[config.mk]
export PLATFORM = sky130hd
export DESIGN_NAME = aes_block_packer
export DESIGN_NICKNAME = d
export VERILOG_FILES = /design/src/rtl/aes_pkg.sv /design/src/rtl/aes_pack_outreg.sv /design/src/rtl/aes_block_packer.sv
export SDC_FILE = /design/constraint.sdc
export NUM_CORES = 1
export LEC_CHECK = 0
export ABC_CLOCK_PERIOD_IN_PS = 5270
export CORE_MARGIN = 8
export CORE_UTILIZATION = 55
export CTS_CLUSTER_DIAMETER = 60
export DETAILED_ROUTE_END_ITERATION = 6
export GPL_TIMING_DRIVEN = 0
export HOLD_SLACK_MARGIN = 0.08
export PLACE_DENSITY_LB_ADDON = 0.15
export SLEW_MARGIN = 10
export SYNTH_ARGS = -nofsm -noshare
export SYNTH_HDL_FRONTEND = slang
export SYNTH_SLANG_ARGS = --single-unit
[constraint.sdc]
create_clock -name clk -period 5.27 [get_ports clk]
set_clock_uncertainty 0.1 [all_clocks]
set_input_delay 0.7905 -clock clk [delete_from_list [all_inputs] [get_ports clk]]
set_output_delay 0.7905 -clock clk [all_outputs]
set_load 0.05 [all_outputs]
[src/rtl/aes_pkg.sv]
// Shared widths, the packer state type and keep-mask helpers for the AES block packer.
package aes_pkg;

    localparam int AES_BLOCK_W         = 128;
    localparam int AES_WORD_W          = 32;
    localparam int AES_WORDS_PER_BLOCK = 4;

    typedef enum logic {
        FILL = 1'b0,
        PEND = 1'b1
    } pack_state_e;

    function automatic logic [2:0] keep_popcount(input logic [3:0] keep);
        return {2'b00, keep[0]} + {2'b00, keep[1]} + {2'b00, keep[2]} + {2'b00, keep[3]};
    endfunction

    // Legal masks are contiguous from the MSB lane: 8, C, E, F.
    function automatic logic keep_legal(input logic [3:0] keep);
        return (keep == 4'h8) || (keep == 4'hC) || (keep == 4'hE) || (keep == 4'hF);
    endfunction

endpackage

[src/rtl/aes_pack_outreg.sv]
// One-block output register: loads a completed block, holds it stable until the consumer
// takes it, and counts transfers. A load in the same cycle as a transfer replaces the block.
module aes_pack_outreg
    import aes_pkg::*;
#(
    parameter int CNT_W = 32
) (
    input  logic                   clk,
    input  logic                   rst_n,
    input  logic                   load_i,
    input  logic [AES_BLOCK_W-1:0] blk_i,
    input  logic                   last_i,
    input  logic [4:0]             bytes_i,
    input  logic                   ready_i,
    output logic                   valid_o,
    output logic [AES_BLOCK_W-1:0] blk_o,
    output logic                   last_o,
    output logic [4:0]             bytes_o,
    output logic [CNT_W-1:0]       count_o
);

    logic                   valid_q, valid_d;
    logic [AES_BLOCK_W-1:0] blk_q, blk_d;
    logic                   last_q, last_d;
    logic [4:0]             bytes_q, bytes_d;
    logic [CNT_W-1:0]       count_q, count_d;
    logic                   xfer;

    always_comb begin
        valid_d = valid_q;
        blk_d   = blk_q;
        last_d  = last_q;
        bytes_d = bytes_q;
        count_d = count_q;
        xfer    = valid_q && ready_i;
        if (load_i) begin
            valid_d = 1'b1;
            blk_d   = blk_i;
            last_d  = last_i;
            bytes_d = bytes_i;
        end else if (xfer) begin
            valid_d = 1'b0;
        end
        if (xfer) begin
            count_d = count_q + {{(CNT_W-1){1'b0}}, 1'b1};
        end
    end

    always_ff @(posedge clk) begin
        if (!rst_n) begin
            valid_q <= 1'b0;
            blk_q   <= '0;
            last_q  <= 1'b0;
            bytes_q <= '0;
            count_q <= '0;
        end else begin
            valid_q <= valid_d;
            blk_q   <= blk_d;
            last_q  <= last_d;
            bytes_q <= bytes_d;
            count_q <= count_d;
        end
    end

    assign valid_o = valid_q;
    assign blk_o   = blk_q;
    assign last_o  = last_q;
    assign bytes_o = bytes_q;
    assign count_o = count_q;

endmodule

[src/rtl/aes_block_packer.sv]
// Packs 32-bit words into padded 128-bit AES blocks; block visible one cycle after its last word,
// parks one extra block (in_ready=0) while the output is stalled. AES_PACK_BSWAP_EN: little-endian input.
module aes_block_packer
    import aes_pkg::*;
#(
    parameter logic [7:0] PAD_BYTE = 8'h00,
    parameter int         CNT_W    = 32
) (
    input  logic                   clk,
    input  logic                   rst_n,
    input  logic                   in_valid,
    output logic                   in_ready,
    input  logic [AES_WORD_W-1:0]  in_word,
    input  logic [3:0]             in_keep,
    input  logic                   in_last,
    output logic                   aes_in_valid,
    input  logic                   aes_in_ready,
    output logic [AES_BLOCK_W-1:0] aes_in_block,
    output logic                   blk_last,
    output logic [4:0]             blk_bytes,
    output logic [CNT_W-1:0]       blk_count,
    output logic                   err
);

    pack_state_e            state_q, state_d;
    logic [1:0]             idx_q, idx_d;
    logic [AES_BLOCK_W-1:0] asm_q, asm_d;
    logic                   pend_last_q, pend_last_d;
    logic [4:0]             pend_bytes_q, pend_bytes_d;
    logic                   err_q, err_d;
    logic                   live_q;

    logic [AES_WORD_W-1:0]  word_eff, word_masked;
    logic [3:0]             keep_eff;
    logic [AES_BLOCK_W-1:0] blk_new;
    logic [4:0]             bytes_new;
    logic                   accept, complete, keep_bad, out_free;
    logic                   load;
    logic [AES_BLOCK_W-1:0] ld_blk;
    logic                   ld_last;
    logic [4:0]             ld_bytes;

`ifdef AES_PACK_BSWAP_EN
    assign word_eff = {in_word[7:0], in_word[15:8], in_word[23:16], in_word[31:24]};
    assign keep_eff = {in_keep[0], in_keep[1], in_keep[2], in_keep[3]};
`else
    assign word_eff = in_word;
    assign keep_eff = in_keep;
`endif

    assign in_ready  = live_q && (state_q == FILL);
    assign accept    = in_valid && in_ready;
    assign complete  = accept && (in_last || (idx_q == 2'(AES_WORDS_PER_BLOCK - 1)));
    assign keep_bad  = !keep_legal(keep_eff) || (!in_last && (keep_eff != 4'hF));
    assign bytes_new = {1'b0, idx_q, 2'b00} + {2'b00, keep_popcount(keep_eff)};
    assign out_free  = !aes_in_valid || aes_in_ready;

    // Lanes before idx keep assembled data, lane idx takes the masked word, later lanes pad.
    // The same image is the assembly next-state, since padded lanes are overwritten later.
    always_comb begin
        word_masked = '0;
        blk_new     = '0;
        for (int b = 0; b < 4; b++) begin
            word_masked[8*b +: 8] = keep_eff[b] ? word_eff[8*b +: 8] : PAD_BYTE;
        end
        for (int j = 0; j < AES_WORDS_PER_BLOCK; j++) begin
            if (2'(j) < idx_q) begin
                blk_new[AES_BLOCK_W-1-AES_WORD_W*j -: AES_WORD_W] =
                    asm_q[AES_BLOCK_W-1-AES_WORD_W*j -: AES_WORD_W];
            end else if (2'(j) == idx_q) begin
                blk_new[AES_BLOCK_W-1-AES_WORD_W*j -: AES_WORD_W] = word_masked;
            end else begin
                blk_new[AES_BLOCK_W-1-AES_WORD_W*j -: AES_WORD_W] = {4{PAD_BYTE}};
            end
        end
    end

    always_comb begin
        state_d      = state_q;
        idx_d        = idx_q;
        asm_d        = asm_q;
        pend_last_d  = pend_last_q;
        pend_bytes_d = pend_bytes_q;
        err_d        = err_q;
        load         = 1'b0;
        ld_blk       = blk_new;
        ld_last      = in_last;
        ld_bytes     = bytes_new;
        unique case (state_q)
            FILL: begin
                if (accept) begin
                    asm_d = blk_new;
                    idx_d = complete ? 2'd0 : idx_q + 2'd1;
                    err_d = err_q || keep_bad;
                    if (complete) begin
                        if (out_free) begin
                            load = 1'b1;
                        end else begin
                            state_d      = PEND;
                            pend_last_d  = in_last;
                            pend_bytes_d = bytes_new;
                        end
                    end
                end
            end
            PEND: begin
                if (aes_in_valid && aes_in_ready) begin
                    load     = 1'b1;
                    ld_blk   = asm_q;
                    ld_last  = pend_last_q;
                    ld_bytes = pend_bytes_q;
                    state_d  = FILL;
                end
            end
            default: state_d = FILL;
        endcase
    end

    always_ff @(posedge clk) begin
        if (!rst_n) begin
            state_q      <= FILL;
            idx_q        <= '0;
            asm_q        <= '0;
            pend_last_q  <= 1'b0;
            pend_bytes_q <= '0;
            err_q        <= 1'b0;
            live_q       <= 1'b0;
        end else begin
            state_q      <= state_d;
            idx_q        <= idx_d;
            asm_q        <= asm_d;
            pend_last_q  <= pend_last_d;
            pend_bytes_q <= pend_bytes_d;
            err_q        <= err_d;
            live_q       <= 1'b1;
        end
    end

    assign err = err_q;

    aes_pack_outreg #(
        .CNT_W (CNT_W)
    ) u_outreg (
        .clk     (clk),
        .rst_n   (rst_n),
        .load_i  (load),
        .blk_i   (ld_blk),
        .last_i  (ld_last),
        .bytes_i (ld_bytes),
        .ready_i (aes_in_ready),
        .valid_o (aes_in_valid),
        .blk_o   (aes_in_block),
        .last_o  (blk_last),
        .bytes_o (blk_bytes),
        .count_o (blk_count)
    );

endmodule

==> summary.md <==
| Metric | Value |
|---|---|
| Finished layout cell area | 16700 µm² |
| Post-synthesis simple-gate area fraction | 17.8% |
| Cell variety after synth | 45 |
| Htree depth | 2 |
| Initial antenna violation count | 1 |
| Drt total wl | 43.8 mm |
| Hold Crit Class | register to register |
| Syn-to-layout area delta | 27.8% |
| Crit-path max FO | 10 |
| Clock tree root driver cell | clkbuf_16 |
| Die Span X | 170 µm |
| Fin. max-slew vios | 0 |
| Max cap viols | 0 |
| Hold Vio Cnt, Final | 0 |
| Synth Area in Compound Gates | 24.9% |
| Critical path type | input port to register |
| DRC | 0 |
| Max VDD drop | 234 µV |
| Row Count | 56 |
| Via density | 6.05 |
| Rel. slew slack | 45.9% |
| Post-synthesis instance total | 1595 |
| Clk_lat worst skew | 0.52 ns |
| Detail Route Antenna Nets | 0 |
| Crit share post-route | 58.5% |
| Most frequent cells in the layout | 363 x nand2_1, 306 x dfxtp_1, 249 x a21oi_1 |
| Post-CTS setup buffers | 0 |
| GPL Wtd Cong | 0.911 |
| Clock Sinks | 306 |
| Post-synthesis register bit count | 306 |
| Post-synth top flop | dfxtp_1 |
| DIE AREA | 29000 µm² |
| CTS tree | yes |
| Hold Buf Count CTS | 0 |
| Starting Density | 56.0% |
| Vias in the first global route | 12.5k |
| Placed inst area | 15600 µm² |
| Hold Path Depth | 2 |
| Largest net degree at the start of global routing | 17 |
| Slew @ Worst Pin | 0.807 ns |
| Status | completed |
| CP startpoint kind | input port |
| Ys Warns | 0 |
| Worst EP required | 5.56 ns |
| CTS resizes | 0 |
| Post-synthesis adder-cell area fraction | 1.11% |
| Crit path DAT | 3.37 ns |
| RSZ-0062 raised after global routing | no |
| Min Clock Period, post-route | 3.08 ns |
| Chip height | 170 µm |
| Syn nets | 1647 |
| First-pass detailed-route iteration total | 6 |
| DR WL/cell | 20.1 µm |
| Fmax | 0.325 GHz |
| R2r worst-path depth | 8 |
| DRT iter0 DRCs | 1459 |
| Top Ports | 210 |
| CTS Buf Count | 34 |
| Ys async rst share | 0% |
| Leak | 5.43 nW |
| Clock-pin slew on the worst setup and hold paths | 0.06 ns |
| Post-synthesis sequential area ratio | 46.7% |
| Largest family of logic cells by synthesized area | compound AO/OA/AOI/OAI gates |
| Core ar. | 23400 µm² |
| Clock Path Buffers | 3 |
| Crit end category | register |
| Number of buffers added on ports | 208 |
| Hold slack | 0.351 ns |
| Post-synthesis cell area | 13100 µm² |
| Mux cell area share after synthesis | 3.12% |
| Sum Neg Setup Slack | 0 ns |
| Total number of vias | 13.2k |
| Fin nets | 1891 |
| PD cells | 313 nW/µm² |
| Xor and xnor area share after synthesis | 0.668% |
| Global-route wire length before repair | 67.1 mm |
| Layout cells sized above 1 | 6.38% |
| Gr usage total | 28.8% |
| Most common cell after layout, fill and taps aside | nand2_1 |
| Post-DP HPWL | 31.8 mm |
| Avg Cell Area, Syn | 8.22 µm² |
| EDFF count, synth | 0 |
| Grt ovf | 0 |
| Final setup viols | 0 |
stage by stage:
stage	total power, W	worst slack (ns)	util (%)	std cells
3_3_place_gp	0.00284	1.77	66.6	2122
6_report	0.00524	2.19	71.5	2184
2_1_floorplan	0.00267	2.85	-	1595
4_1_cts	0.00523	2.23	71.5	2183
3_5_place_dp	0.00285	1.71	66.6	2122
5_1_grt	0.00536	2.11	71.5	2184
cells by family after synthesis:
kind of cell / Yosys count
fa+ha+maj: 11
simple gates: 528
compound gates: 513
mux: 37
flops: 306
buf+inv: 190
xor+xnor: 10
where the power goes:
part	switching (W)	internal, W	leakage (nW)
sequential	0.0000229	0.00234	2.47
combinational	0.000306	0.000134	2.39
clock	0.000992	0.00144	0.565
total	0.00132	0.00392	5.43
layout make-up:
cell class | instances | area [µm²]
Fill cell | 1902 | 6660
Multi-Input combinational cell | 1099 | 6230
Sequential cell | 306 | 6130
Timing Repair Buffer | 208 | 2080
Clock buffer | 45 | 993
Buffer | 143 | 573
Tap cell | 319 | 399
Inverter | 47 | 176
Clock inverter | 16 | 160
Antenna cell | 1 | 2.50
cells in the mapped netlist (all sizes together), types with 11 or more instances:
master  number  area [µm²]
a21oi      249        1250
a221oi      34         298
a22o        64         561
a22oi       94         706
and2        35         219
buf         36         171
clkbuf     107         402
dfxtp      306        6130
inv         46         173
mux2        31         349
nand2      363        1360
nand3       46         230
nand4       11        75.1
nor2        22        82.6
o21ai       43         215
o31ai       14         105
or4         14         105
final timing paths:
kind                          to       start  slack [ns]
max          u_outreg.bytes_o[2]  in_keep[0]        2.19
min                     asm_q[9]    asm_q[9]        0.35
max reg2reg   u_outreg.blk_o[30]    idx_q[0]        2.43
min reg2reg             asm_q[9]    asm_q[9]        0.35
routing by layer:
layer	vias up	track usage, %	wire, µm	share of wire (%)
li1	6121	-	-	-
met1	6260	36.2	17300	40
met5	-	0	0	0
met2	712	48.0	20600	47
met4	0	12.6	1710	3.9
met3	112	4.75	4190	9.6
flip-flops by register name, indices dropped and copies added, names as in the netlist:
signal            cells
asm_q               128
u_outreg.blk_o      128
u_outreg.count_o     32
pend_bytes_q          5
u_outreg.bytes_o      5
idx_q                 2
err                   1
live_q                1
pend_last_q           1
state_q               1
u_outreg.last_o       1
u_outreg.valid_o      1
critical path, cell delays in order:
cell,delay [ns]
clkdlybuf4s50_1,0.73
inv_1,0.18
fa_1,0.58
inv_1,0.05
ha_1,0.19
ha_1,0.22
xnor2_1,0.33
a2bb2oi_1,0.21
a21oi_1,0.08
Note: power is estimated with default switching activity, not from simulation.
